==> src/rtl/axppa_error_monitor.sv <==
// Streaming error-metric collector for approximate adders: error rate, max/summed error distance.
// Optional signed bias accumulator is built when AXPPA_ERR_BIAS_EN is defined.
module axppa_error_monitor #(
    parameter int WIDTH = 16,
    parameter int CNT_W = 32
) (
    input  logic                            clk,
    input  logic                            rst_n,
    input  logic                            start,
    input  logic [CNT_W-1:0]                cfg_count,
    input  logic                            in_valid,
    output logic                            in_ready,
    input  logic [WIDTH-1:0]                op_a,
    input  logic [WIDTH-1:0]                op_b,
    input  logic [WIDTH:0]                  approx_sum,
    output logic                            busy,
    output logic                            done,
    output logic [CNT_W-1:0]                sample_count,
    output logic [CNT_W-1:0]                err_count,
    output logic [WIDTH:0]                  max_ed,
    output logic [CNT_W+WIDTH:0]            sum_ed,
    output logic signed [CNT_W+WIDTH+1:0]   err_bias
);

    localparam int SW   = WIDTH + 1;          // sum / error-distance width
    localparam int DW   = WIDTH + 2;          // signed difference width
    localparam int SUMW = CNT_W + WIDTH + 1;
    localparam int BW   = CNT_W + WIDTH + 2;

    typedef enum logic [1:0] {
        ST_IDLE,
        ST_RUN,
        ST_DRAIN,
        ST_DONE
    } state_e;

    state_e           state_q, state_d;
    logic [CNT_W-1:0] remain_q, remain_d;

    logic accept;
    logic clear;

    // S1: captured sample
    logic             s1_valid_q;
    logic [WIDTH-1:0] s1_a_q;
    logic [WIDTH-1:0] s1_b_q;
    logic [SW-1:0]    s1_approx_q;
    logic [SW-1:0]    s1_exact;

    // S2: error terms
    logic             s2_valid_q;
    logic [SW-1:0]    s2_abs_q;
    logic             s2_mismatch_q;
    logic [SW-1:0]    s1_abs;
    logic             s1_mismatch;

    // S3: accumulators
    logic [CNT_W-1:0] sample_count_q;
    logic [CNT_W-1:0] err_count_q;
    logic [SW-1:0]    max_ed_q;
    logic [SUMW-1:0]  sum_ed_q;

    assign accept = in_valid && (state_q == ST_RUN);
    assign clear  = start && ((state_q == ST_IDLE) || (state_q == ST_DONE));

    // ------------------------------------------------------------------
    // Control FSM
    // ------------------------------------------------------------------
    // NOTE: sequential state uses non-blocking assignments so every register samples pre-edge values.
    always_ff @(posedge clk or negedge rst_n) begin
        if (!rst_n) begin
            state_q  <= ST_IDLE;
            remain_q <= '0;
        end else begin
            state_q  <= state_d;
            remain_q <= remain_d;
        end
    end

    // NOTE: every output of this block gets a default first, so no path can infer a latch.
    always_comb begin
        state_d  = state_q;
        remain_d = remain_q;
        unique case (state_q)
            ST_IDLE, ST_DONE: begin
                if (start) begin
                    remain_d = cfg_count;
                    state_d  = (cfg_count != '0) ? ST_RUN : ST_DONE;
                end
            end
            ST_RUN: begin
                if (accept) begin
                    remain_d = remain_q - CNT_W'(1);
                    if (remain_q == CNT_W'(1)) begin
                        state_d = ST_DRAIN;
                    end
                end
            end
            ST_DRAIN: begin
                if (!s1_valid_q && !s2_valid_q) begin
                    state_d = ST_DONE;
                end
            end
            default: state_d = ST_IDLE;
        endcase
    end

    assign in_ready = (state_q == ST_RUN);
    assign busy     = (state_q == ST_RUN) || (state_q == ST_DRAIN);
    assign done     = (state_q == ST_DONE);

    // ------------------------------------------------------------------
    // S1: capture operands; exact sum formed from the captured copies
    // ------------------------------------------------------------------
    // NOTE: datapath registers are plain flops, not a memory, so they take the reset like everything else.
    always_ff @(posedge clk or negedge rst_n) begin
        if (!rst_n) begin
            s1_valid_q  <= 1'b0;
            s1_a_q      <= '0;
            s1_b_q      <= '0;
            s1_approx_q <= '0;
        end else begin
            s1_valid_q <= accept;
            if (accept) begin
                s1_a_q      <= op_a;
                s1_b_q      <= op_b;
                s1_approx_q <= approx_sum;
            end
        end
    end

    assign s1_exact    = SW'(s1_a_q) + SW'(s1_b_q);
    assign s1_mismatch = (s1_approx_q != s1_exact);

`ifdef AXPPA_ERR_BIAS_EN
    logic signed [DW-1:0] s1_diff;
    logic signed [DW-1:0] s2_diff_q;
    logic signed [BW-1:0] err_bias_q;

    assign s1_diff = signed'(DW'(s1_approx_q)) - signed'(DW'(s1_exact));
    assign s1_abs  = s1_diff[DW-1] ? SW'(-s1_diff) : SW'(s1_diff);
`else
    // Without the bias path only the magnitude is needed, so skip the signed subtract.
    assign s1_abs = (s1_approx_q >= s1_exact) ? (s1_approx_q - s1_exact)
                                               : (s1_exact - s1_approx_q);
`endif

    // ------------------------------------------------------------------
    // S2: register error terms
    // ------------------------------------------------------------------
    always_ff @(posedge clk or negedge rst_n) begin
        if (!rst_n) begin
            s2_valid_q    <= 1'b0;
            s2_abs_q      <= '0;
            s2_mismatch_q <= 1'b0;
        end else begin
            s2_valid_q <= s1_valid_q;
            if (s1_valid_q) begin
                s2_abs_q      <= s1_abs;
                s2_mismatch_q <= s1_mismatch;
            end
        end
    end

`ifdef AXPPA_ERR_BIAS_EN
    always_ff @(posedge clk or negedge rst_n) begin
        if (!rst_n) begin
            s2_diff_q <= '0;
        end else if (s1_valid_q) begin
            s2_diff_q <= s1_diff;
        end
    end
`endif

    // ------------------------------------------------------------------
    // S3: accumulators; a start in IDLE/DONE wins over any update
    // ------------------------------------------------------------------
    always_ff @(posedge clk or negedge rst_n) begin
        if (!rst_n) begin
            sample_count_q <= '0;
            err_count_q    <= '0;
            max_ed_q       <= '0;
            sum_ed_q       <= '0;
        end else if (clear) begin
            sample_count_q <= '0;
            err_count_q    <= '0;
            max_ed_q       <= '0;
            sum_ed_q       <= '0;
        end else if (s2_valid_q) begin
            sample_count_q <= sample_count_q + CNT_W'(1);
            err_count_q    <= err_count_q + CNT_W'(s2_mismatch_q);
            sum_ed_q       <= sum_ed_q + SUMW'(s2_abs_q);
            if (s2_abs_q > max_ed_q) begin
                max_ed_q <= s2_abs_q;
            end
        end
    end

`ifdef AXPPA_ERR_BIAS_EN
    always_ff @(posedge clk or negedge rst_n) begin
        if (!rst_n) begin
            err_bias_q <= '0;
        end else if (clear) begin
            err_bias_q <= '0;
        end else if (s2_valid_q) begin
            err_bias_q <= err_bias_q + BW'(s2_diff_q);
        end
    end

    assign err_bias = err_bias_q;
`else
    assign err_bias = '0;
`endif

    assign sample_count = sample_count_q;
    assign err_count    = err_count_q;
    assign max_ed       = max_ed_q;
    assign sum_ed       = sum_ed_q;

endmodule

==> config.mk <==
export PLATFORM = sky130hd
export DESIGN_NAME = axppa_error_monitor
export DESIGN_NICKNAME = d
export VERILOG_FILES = /design/src/rtl/axppa_error_monitor.sv
export SDC_FILE = /design/constraint.sdc
export NUM_CORES = 1
export LEC_CHECK = 0
export ABC_CLOCK_PERIOD_IN_PS = 6100
export BUFFER_PORTS_ARGS = -buffer_cell sky130_fd_sc_hd__buf_2
export CAP_MARGIN = 20
export CORE_MARGIN = 2
export CORE_UTILIZATION = 45
export CTS_BUF_LIST = sky130_fd_sc_hd__clkbuf_4
export DETAILED_ROUTE_END_ITERATION = 16
export PLACE_DENSITY = 0.77
export SYNTH_ARGS = -nofsm -noshare
export SYNTH_HDL_FRONTEND = slang
export SYNTH_SLANG_ARGS = --single-unit
export TNS_END_PERCENT = 50
==> constraint.sdc <==
create_clock -name clk -period 6.1 [get_ports clk]
set_input_delay 0.61 -clock clk [delete_from_list [all_inputs] [get_ports clk]]
set_output_delay 0.61 -clock clk [all_outputs]
set_load 0.05 [all_outputs]
==> key figures <==
Status
  – Outcome: finished, final reports clean

Floorplan
  – CORE AREA: 32400 µm²
  – Die height: 185 µm
  – Die area: ~34000 µm²
  – Die W: approximately 180 µm
  – Site Rows: 66
  – # IOs: 268
  – Initial Util: ~45%

Synth
  – Synth area leaders: dfrtp_1, ha_1, a21oi_1
  – Post-synth EDFFs: 0
  – Synth top cells by count: dfrtp_1, a21oi_1, nor2_1
  – Cell taking the most area after synthesis: dfrtp_1
  – Synthesized area per cell: about 9 µm²
  – Post-Synthesis Cells: 1642
  – #FFs+latches synth: 233
  – Fraction of registers with async set/reset: between 90% and 100%
  – Most common cell in the synthesized netlist: dfrtp_1
  – Seq/Total Area, Yosys: between 30% and 40%
  – Cell variety after synth: between 60 and 70
  – Synth top area share: 39.7%
  – Yosys warns: 0
  – Synth Cell Area: 14700 µm²
  – Post-synth top flop: dfrtp_1

Critical path
  – Worst reg-to-reg setup slack: 0.61 ns
  – Required @ worst endpoint: 6.70 ns
  – CP startpoint kind: flip-flop
  – Class of the most critical setup path: reg -> reg
  – Worst Setup End Kind: flip-flop
  – Worst Path Arrival: approximately 6 ns
  – Worst Path Max Fanout: 12

Timing
  – WHS: 0.140 ns
  – Peak Freq: 182 MHz
  – RSZ-0062 raised after global routing: false
  – Slew @ Worst Pin: 1.05 ns
  – Max_slew headroom: 29.5%
  – Final Skew: 0.0317 ns
  – Minimum clock period: 5.49 ns
  – Final TNS setup: 0 ns
  – Max Slew Vio Count: 0
  – Fin crit share: 90.0%
  – # setup viols final: 0
  – Final hold violation count: 0

Min path
  – Hold Path Class: in -> reg

Global route
  – First-pass GRT wire length: between 60000 and 70000 µm
  – GRT Total Usage: a little over a fifth
  – Grt ovf: 0
  – Largest net degree at the start of global routing: 182
  – Initial antenna violation count: 3
  – Vias in the first global route: 12.7k

Cells and area
  – Fillers: 3063
  – Post-route insts no fill: 2368
  – Area of the multi-input gates: 8080 µm²
  – Share of cells above drive strength 1: around 20%
  – Register Area: slightly below 6000 µm²
  – Layout area overhead: 15.5%
  – Layout Nets: 2056

CTS
  – Clock latency on the worst-skew pair: 0.69 ns
  – Post-CTS Setup Bufs: 0
  – Clock root buffer: clkbuf_4
  – # H-tree levels: 3
  – CTS sink cnt: 233
  – Resize count post-CTS: 0
  – Clock-pin transition on the worst setup and hold timing paths: 0.06 ns
  – Clk buf depth: 3
  – CTS Buf Count: between 60 and 70
  – CTS tree: built

Pwr
  – Pwr dens: 671 nW/µm²
  – Static Leak: roughly 8 nW
  – Total power: 0.0114 W
  – Maximum VDD drop: 0.458 mV

Drt
  – DRT Pass-1 Iters: 5
  – DRC: 0
  – Via count: 12.9k
  – Vias per cell: approximately 5.4
  – Routed Antenna Nets: 0
  – Initial drt markers: 743
  – Routed length per instance: 15.9 µm
  – Final Routed Wirelength: 37500 µm

Place
  – DP Cell Count: 2245
  – RD Place Congestion: 0.874
  – Post-DP HPWL: approximately 27000 µm
  – Port buffer count: 217

Run
  – Max Cap Viol: 0
cells in the final DEF (no fill, tap or decap), drive strengths merged, types with 12 or more instances in the layout:
| cell type | instances |
|---|---|
| a21oi | 147 |
| mux2i | 26 |
| xor2 | 64 |
| clkbuf | 104 |
| and4 | 13 |
| nand2 | 128 |
| buf | 230 |
| nor3 | 26 |
| or4 | 15 |
| inv | 91 |
| nor4 | 18 |
| dfrtp | 233 |
| nand4 | 30 |
| and3 | 14 |
| or3 | 26 |
| o21ai | 120 |
| ha | 92 |
| xnor2 | 30 |
| conb | 50 |
| nand3 | 67 |
| nor2b | 15 |
| o31ai | 12 |
| nor2 | 142 |
| o22ai | 16 |
| mux2 | 36 |
| a21o | 26 |
critical path: stages (launching register included):
cell and delay [ns]:
dfrtp_1 0.38, ha_1 0.23, fa_1 0.41, a21o_1 0.17, a21oi_1 0.22, o21bai_1 0.09
a21oi_1 0.31, o21ai_0 0.19, a221o_1 0.41, a2111o_1 0.43, a31oi_1 0.21, ha_1 0.31
and2_1 0.17, nor2b_1 0.15, and4_1 0.22, nand2b_1 0.16, buf_4 0.19, o311ai_0 0.38
o211ai_1 0.19, or4_1 0.49, nand4_1 0.10
path summary, 6_finish.rpt:
kind / from / endpoint / cells after the start
setup / recovery: s1_a_q[0] / s2_abs_q[9] / 20
hold / removal: approx_sum[10] / s1_approx_q[10] / 3
setup reg to reg: s1_a_q[0] / s2_abs_q[9] / 20
hold reg to reg: s1_b_q[15] / s1_b_q[15] / 1
max in group asynchronous: rst_n / s1_b_q[8] / 3
min in group asynchronous: rst_n / sum_ed[43] / 2
cells by family (layout without fill, tap and decap cells):
kind of cell	Yosys count	after routing	share of synthesized area (%)
AO/OA/AOI/OAI	413	413	16.9
buffers and inverters	209	442	6.64
XOR/XNOR	94	94	5.60
flip-flops	233	233	39.7
AND/OR/NAND/NOR	534	534	18.2
multiplexers	62	62	4.53
adder cells (fa/ha/maj)	96	96	8.38
other	1	52	0.0255
timing repair:
item / 4_1_cts / 5_1_grt
hold buffers: 1 / 0
setup endpoints to repair: 0 / 0
endpoints found under the hold margin: 52 / 0
per-stage QoR:
step	util, %	setup WS [ns]	cell area [µm²]
floorplan	-	1.25	14900
CTS	52.4	0.585	17000
global placement	49.5	0.754	16000
global route	52.4	0.205	17000
finish	52.4	0.609	17000
detailed placement	49.5	0.596	16000
where the power goes:
part	switching, W	total, W	internal [W]
clock network	0.000694	0.00160	0.000902
logic	0.00453	0.00735	0.00282
registers	0.000427	0.00243	0.00200
total	0.00565	0.0114	0.00573
layout make-up:
| cell class | instances | area share (%) |
|---|---|---|
| multi-input combinational | 1249 | 47.6 |
| sequential | 233 | 34.4 |
| timing repair buffer | 231 | 7.24 |
| clock buffer | 104 | 4.60 |
| tap | 442 | 3.26 |
| inverter | 91 | 2.01 |
| clock inverter | 16 | 0.863 |
| antenna | 2 | 0.0295 |
flip-flops by register name, summed over array words and instances, names as in the netlist:
register       count
sample_count      32
s2_mismatch_q      1
max_ed            17
sum_ed            49
remain_q          32
s2_abs_q          17
s1_valid_q         1
state_q            2
s1_a_q            16
err_count         32
s1_b_q            16
s2_valid_q         1
s1_approx_q       17
metal layers:
layer  routed length, µm  global-route usage (%)  vias to the layer above
li1                    -                       -                     6267
met2               17900                    36.8                      392
met3                2430                    5.51                       76
met5                  13                       0                        -
met4                 894                    8.06                        2
met1               16300                    27.1                     6151
Note: power is estimated with default switching activity, not from simulation.
